### config.mk
export PLATFORM = sky130hd
export DESIGN_NAME = decode_regfile
export DESIGN_NICKNAME = d
export VERILOG_FILES = /design/src/rtl/decode_pkg.sv /design/src/rtl/decode_regfile_regfile_core.sv /design/src/rtl/decode_regfile.sv
export SDC_FILE = /design/constraint.sdc
export NUM_CORES = 2
export LEC_CHECK = 0
export CORE_UTILIZATION = 61
export CTS_CLUSTER_SIZE = 12
export DETAILED_ROUTE_END_ITERATION = 12
export PLACE_DENSITY = 0.8
export SYNTH_ARGS = -nofsm -noshare
export SYNTH_HDL_FRONTEND = slang
export SYNTH_SLANG_ARGS = --single-unit
export TNS_END_PERCENT = 1
### constraint.sdc
create_clock -name clk -period 5 [get_ports clk]
set_input_delay 0.5 -clock clk [delete_from_list [all_inputs] [get_ports clk]]
set_output_delay 0.5 -clock clk [all_outputs]
set_load 0.05 [all_outputs]
### src/rtl/decode_pkg.sv
// Shared decode constants and the ID/EX pipeline record for decode_regfile.
// The record is sized for the widest supported datapath; narrower builds zero-fill it.
package decode_pkg;

  localparam logic [5:0] OP_RTYPE = 6'h00;
  localparam logic [5:0] OP_ANDI  = 6'h0C;
  localparam logic [5:0] OP_ORI   = 6'h0D;
  localparam logic [5:0] OP_XORI  = 6'h0E;

  localparam int OP_HI  = 31;
  localparam int OP_LO  = 26;
  localparam int RS_LO  = 21;
  localparam int RT_LO  = 16;
  localparam int RD_LO  = 11;
  localparam int IMM_HI = 15;
  localparam int IMM_LO = 0;

  localparam int MAX_DATA_W = 64;
  localparam int MAX_ADDR_W = 5;

  typedef struct packed {
    logic                  valid;
    logic [MAX_DATA_W-1:0] pc;
    logic [MAX_DATA_W-1:0] rd1;
    logic [MAX_DATA_W-1:0] rd2;
    logic [MAX_DATA_W-1:0] imm;
    logic [MAX_ADDR_W-1:0] rs;
    logic [MAX_ADDR_W-1:0] rt;
    logic [MAX_ADDR_W-1:0] dst;
    logic                  rtype;
  } idex_t;

  // Logical-immediate opcodes take a zero-extended immediate; all others sign-extend.
  function automatic logic imm_zero_ext(input logic [5:0] op);
    return (op == OP_ANDI) || (op == OP_ORI) || (op == OP_XORI);
  endfunction

endpackage

### src/rtl/decode_regfile_regfile_core.sv
// Register file with hardwired zero register, one write port and two combinational read ports.
// Define REGFILE_BYPASS_EN to forward same-cycle write data onto matching reads.
module regfile_core #(
  parameter  int DATA_W   = 32,
  parameter  int NUM_REGS = 32,
  localparam int ADDR_W   = $clog2(NUM_REGS)
) (
  input  logic              clk,
  input  logic              rst_n,
  input  logic              wr_en,
  input  logic [ADDR_W-1:0] wr_addr,
  input  logic [DATA_W-1:0] wr_data,
  input  logic [ADDR_W-1:0] rd_addr1,
  output logic [DATA_W-1:0] rd_data1,
  input  logic [ADDR_W-1:0] rd_addr2,
  output logic [DATA_W-1:0] rd_data2
);

  logic [DATA_W-1:0] mem_reg [NUM_REGS];
  logic [ADDR_W-1:0] rd_addr [2];
  logic [DATA_W-1:0] rd_data [2];
  logic              wr_live;

  assign wr_live    = wr_en && (wr_addr != '0);
  assign rd_addr[0] = rd_addr1;
  assign rd_addr[1] = rd_addr2;
  assign rd_data1   = rd_data[0];
  assign rd_data2   = rd_data[1];

  // Reset has priority, so a write-back sampled together with reset is dropped.
  always_ff @(posedge clk) begin
    if (!rst_n) begin
      for (int i = 0; i < NUM_REGS; i++) begin
        mem_reg[i] <= '0;
      end
    end else if (wr_live) begin
      mem_reg[wr_addr] <= wr_data;
    end
  end

  generate
    for (genvar gi = 0; gi < 2; gi++) begin : g_rd
`ifdef REGFILE_BYPASS_EN
      assign rd_data[gi] = (rd_addr[gi] == '0)                  ? '0 :
                           (wr_live && wr_addr == rd_addr[gi]) ? wr_data :
                                                                 mem_reg[rd_addr[gi]];
`else
      assign rd_data[gi] = (rd_addr[gi] == '0) ? '0 : mem_reg[rd_addr[gi]];
`endif
    end
  endgenerate

endmodule

### src/rtl/decode_regfile.sv
// Instruction-decode stage: field decode, immediate extension, register read and ID/EX register.
// Same-cycle write-back forwarding is enabled by defining REGFILE_BYPASS_EN.
module decode_regfile
  import decode_pkg::*;
#(
  parameter  int DATA_W   = 32,
  parameter  int NUM_REGS = 32,
  localparam int ADDR_W   = $clog2(NUM_REGS)
) (
  input  logic              clk,
  input  logic              rst_n,
  input  logic [31:0]       instruction,
  input  logic [DATA_W-1:0] pc_in,
  input  logic              id_valid,
  input  logic              stall,
  input  logic              flush,
  input  logic              wb_en,
  input  logic [ADDR_W-1:0] wb_addr,
  input  logic [DATA_W-1:0] wb_data,
  output logic              idex_valid,
  output logic [DATA_W-1:0] idex_pc,
  output logic [DATA_W-1:0] idex_rd1,
  output logic [DATA_W-1:0] idex_rd2,
  output logic [DATA_W-1:0] idex_imm,
  output logic [ADDR_W-1:0] idex_rs,
  output logic [ADDR_W-1:0] idex_rt,
  output logic [ADDR_W-1:0] idex_dst,
  output logic              idex_rtype
);

  logic [5:0]        op;
  logic [ADDR_W-1:0] rs;
  logic [ADDR_W-1:0] rt;
  logic [ADDR_W-1:0] rd;
  logic [15:0]       imm16;
  logic [DATA_W-1:0] imm_ext;
  logic [DATA_W-1:0] rd1;
  logic [DATA_W-1:0] rd2;
  idex_t             idex_reg;
  idex_t             idex_next;
  logic              unused_bits;

  assign op    = instruction[OP_HI:OP_LO];
  assign rs    = instruction[RS_LO +: ADDR_W];
  assign rt    = instruction[RT_LO +: ADDR_W];
  assign rd    = instruction[RD_LO +: ADDR_W];
  assign imm16 = instruction[IMM_HI:IMM_LO];

  assign imm_ext = imm_zero_ext(op) ? DATA_W'(imm16) : DATA_W'($signed(imm16));

  regfile_core #(
    .DATA_W   (DATA_W),
    .NUM_REGS (NUM_REGS)
  ) u_regfile_core (
    .clk      (clk),
    .rst_n    (rst_n),
    .wr_en    (wb_en),
    .wr_addr  (wb_addr),
    .wr_data  (wb_data),
    .rd_addr1 (rs),
    .rd_data1 (rd1),
    .rd_addr2 (rt),
    .rd_data2 (rd2)
  );

  always_comb begin
    idex_next = idex_reg;
    if (flush) begin
      idex_next = '0;
    end else if (!stall) begin
      idex_next.valid = id_valid;
      idex_next.pc    = MAX_DATA_W'(pc_in);
      idex_next.rd1   = MAX_DATA_W'(rd1);
      idex_next.rd2   = MAX_DATA_W'(rd2);
      idex_next.imm   = MAX_DATA_W'(imm_ext);
      idex_next.rs    = MAX_ADDR_W'(rs);
      idex_next.rt    = MAX_ADDR_W'(rt);
      idex_next.dst   = MAX_ADDR_W'((op == OP_RTYPE) ? rd : rt);
      idex_next.rtype = (op == OP_RTYPE);
    end
  end

  always_ff @(posedge clk) begin
    if (!rst_n) begin
      idex_reg <= '0;
    end else begin
      idex_reg <= idex_next;
    end
  end

  assign idex_valid = idex_reg.valid;
  assign idex_pc    = idex_reg.pc[DATA_W-1:0];
  assign idex_rd1   = idex_reg.rd1[DATA_W-1:0];
  assign idex_rd2   = idex_reg.rd2[DATA_W-1:0];
  assign idex_imm   = idex_reg.imm[DATA_W-1:0];
  assign idex_rs    = idex_reg.rs[ADDR_W-1:0];
  assign idex_rt    = idex_reg.rt[ADDR_W-1:0];
  assign idex_dst   = idex_reg.dst[ADDR_W-1:0];
  assign idex_rtype = idex_reg.rtype;

  // Zero-filled record bits above DATA_W/ADDR_W and truncated index bits are intentionally dropped.
  assign unused_bits = ^{idex_reg, instruction};

endmodule

==> impl_results.md <==
- Hold Path Origin: stall
- Avg WL per Cell: ~34 µm
- CTS tree: done
- Ys flop type: edfxtp_1
- P&R area growth vs syn: 13.1%
- Worst setup margin: between 2 and 2.5 ns
- Gr usage total: between 30% and 40%
- Final Skew: about 0.025 ns
- PostCTS Resize Cnt: 0
- H-tree depth: 3
- GPL Wtd Cong: just over 0.9
- Post-DP HPWL: ~110 mm
- Setup crit start kind: primary input
- Layout cells sized above 1: between 20% and 30%
- Die W: 313 µm
- Initial DRT Pass Iterations: 6
- Largest net degree at the start of global routing: around 130
- DR DRC count: 0
- Fmax: around 350 MHz
- Critical R2R Launch: u_regfile_core.mem_reg[1][27]
- Ports: about 250
- HP Class: in -> reg
- RSZ-0062 raised after global routing: no
- Worst-path cell chain: clkdlybuf4s50_1 > nand3b_1 > o21ai_4 > buf_4
- Ranking of synthesized cells by area: edfxtp_1 52%, mux4_2 17%, and2_1 11%
- Sequential-to-total area share from yosys stat: between 50% and 60%
- Final Hold Viols: 0
- Syn Std Cell Area: 59100 µm²
- CP max stage cell: o21ai_4
- Total gr overflow: 0
- Max-Cap Viols: 0
- Nets: about 4300
- Routed Antenna Nets: 0
- Pre-CTS setup slack: around 1.5 ns
- Maximum buffer depth of the clock tree: 3
- Clk sinks: roughly 1200
- Die area: a little under 100000 µm²
- Crit path kind: in -> reg
- Slew Viols, Final: 0
- Yosys top cell area share: between 50% and 60%
- Leakage: approximately 24 nW
- Max VDD drop: roughly 290 µV
- Post-Synthesis Cells: 4062
- Post-synth top cells: 1024 x edfxtp_1, 1012 x and2_1, 436 x mux4_2, 321 x mux2i_1, 299 x clkbuf_1
- Drt first-iter violations: 6067
- # rows: around 110
- Vias in the first global route: around 39000
- Final wirelength: about 190 mm
- Number of synthesized flops with an enable pin: 1024
- Critical path required time: 5.42 ns
- Synth Area per Inst: around 15 µm²
- Detailed-route via count: approximately 39000
- Max FFs per register: 1024
- IO buf count: approximately 250
- Placed cells: 5315
- Largest fanout on the critical path: 23
- Crit path time final: about 2.8 ns
- Vias per inst: 7.03
- Clk slew on worst S/H paths: 0.06 ns
- Largest area contributor in the netlist: edfxtp_1
- Yosys reg bits: around 1200
- Num CTS Buffers: approximately 120
- Share of flip-flops with an asynchronous set or reset: 0%
- Slowest stage delay, CP: ~1.2 ns
- Post-synthesis cell type count: 40
- Outcome: finished clean
- Non-filler instance count after layout: between 5000 and 6000
- Worst setup startpoint: wb_addr[2]
- Final setup fails: 0
- Hold buffer count at cts: 0
- Clk Tree Root Cell: clkbuf_16
- Slew margin rel.: about an eighth
- Pwr Total: ~23 mW
- Most common cell in the netlist: edfxtp_1
- Initial Util: around three fifths
- Synth warn: 0
- Clock Latency Late Sink: roughly 0.73 ns
- Critical Path End Type: register
- Die Y: approximately 310 µm
- Worst EP arrival: between 3 and 4 ns
- Worst Max-Slew Pin Slew: approximately 1.3 ns
- Sum of negative setup slack: 0 ns
- Final hold slack: 0.349 ns
- Core box area: roughly 95000 µm²
- Setup bufs post-CTS: 0
- PwrDens: 339 nW/µm²
- Initial antenna violation count: 8
- Final period utilization: 57.0%
- First-pass GRT wire length: roughly 270 mm
-- placed cells by master (no fill, tap or decap), types with 77 or more instances in the layout --
cell type | netlist | final
edfxtp_1 | 1024 | 1024
and2_1 | 1012 | 1012
mux4_2 | 436 | 436
mux2i_1 | 321 | 321
clkdlybuf4s50_1 | 0 | 242
a22oi_1 | 136 | 136
dfxtp_1 | 130 | 130
buf_4 | 34 | 126
clkbuf_16 | 0 | 119
nor2_1 | 119 | 85
mux2_2 | 79 | 79
nand3_1 | 77 | 77
-- kinds of logic (layout without fill, tap and decap cells) --
family	Yosys count	after routing	synth area share, %
buf+inv	429	599	3.18
simple gates	1375	1375	13.6
flops	1154	1154	56.4
mux	836	836	23.5
other cells	1	38	0.00634
compound gates	267	267	3.21
-- layout make-up --
cell class | count | area [µm²]
antenna | 6 | 15.0
fill | 6129 | 28600
tap | 1265 | 1580
clock buffer | 174 | 3390
sequential | 1154 | 33400
multi-input combinational | 2510 | 24500
timing repair buffer | 385 | 3670
clock inverter | 39 | 327
inverter | 1 | 3.75
-- metal layers --
metal  wire (µm)  global-route usage, %
met4       12600                   21.7
met3       25300                   10.6
met1       63400                   49.7
met5          69                      0
met2       84200                   57.8
-- path summary, 6_finish.rpt --
check                                  end  slack, ns  cells after the start
max          u_regfile_core.mem_reg[25][4]       2.15                      4
min                             idex_pc[5]       0.35                      3
max reg2reg                   idex_rd1[27]       2.68                      5
min reg2reg                   idex_rd2[24]       0.47                      2
-- where the power goes --
| part | internal [mW] | total, mW | switching (mW) |
|---|---|---|---|
| clock network | 4.82 | 8.60 | 3.78 |
| registers | 11.0 | 11.3 | 0.321 |
| logic | 1.14 | 2.73 | 1.59 |
| total | 17.0 | 22.7 | 5.70 |
-- critical path, delay by kind of cell --
family                 cells  cell delay (ns)
AO/OA/AOI/OAI              1             1.15
buffers and inverters      2             0.90
AND/OR/NAND/NOR            1             0.70
-- metrics by stage --
| step | utilization (%) | cell area (µm²) |
|---|---|---|
| after floorplan | - | 59200 |
| after global placement | 66.2 | 63100 |
| after detailed placement | 66.2 | 63100 |
| after CTS | 70.1 | 66900 |
| after global routing | 70.1 | 66900 |
| final | 70.1 | 66900 |
Note: power is estimated with default switching activity, not from simulation.
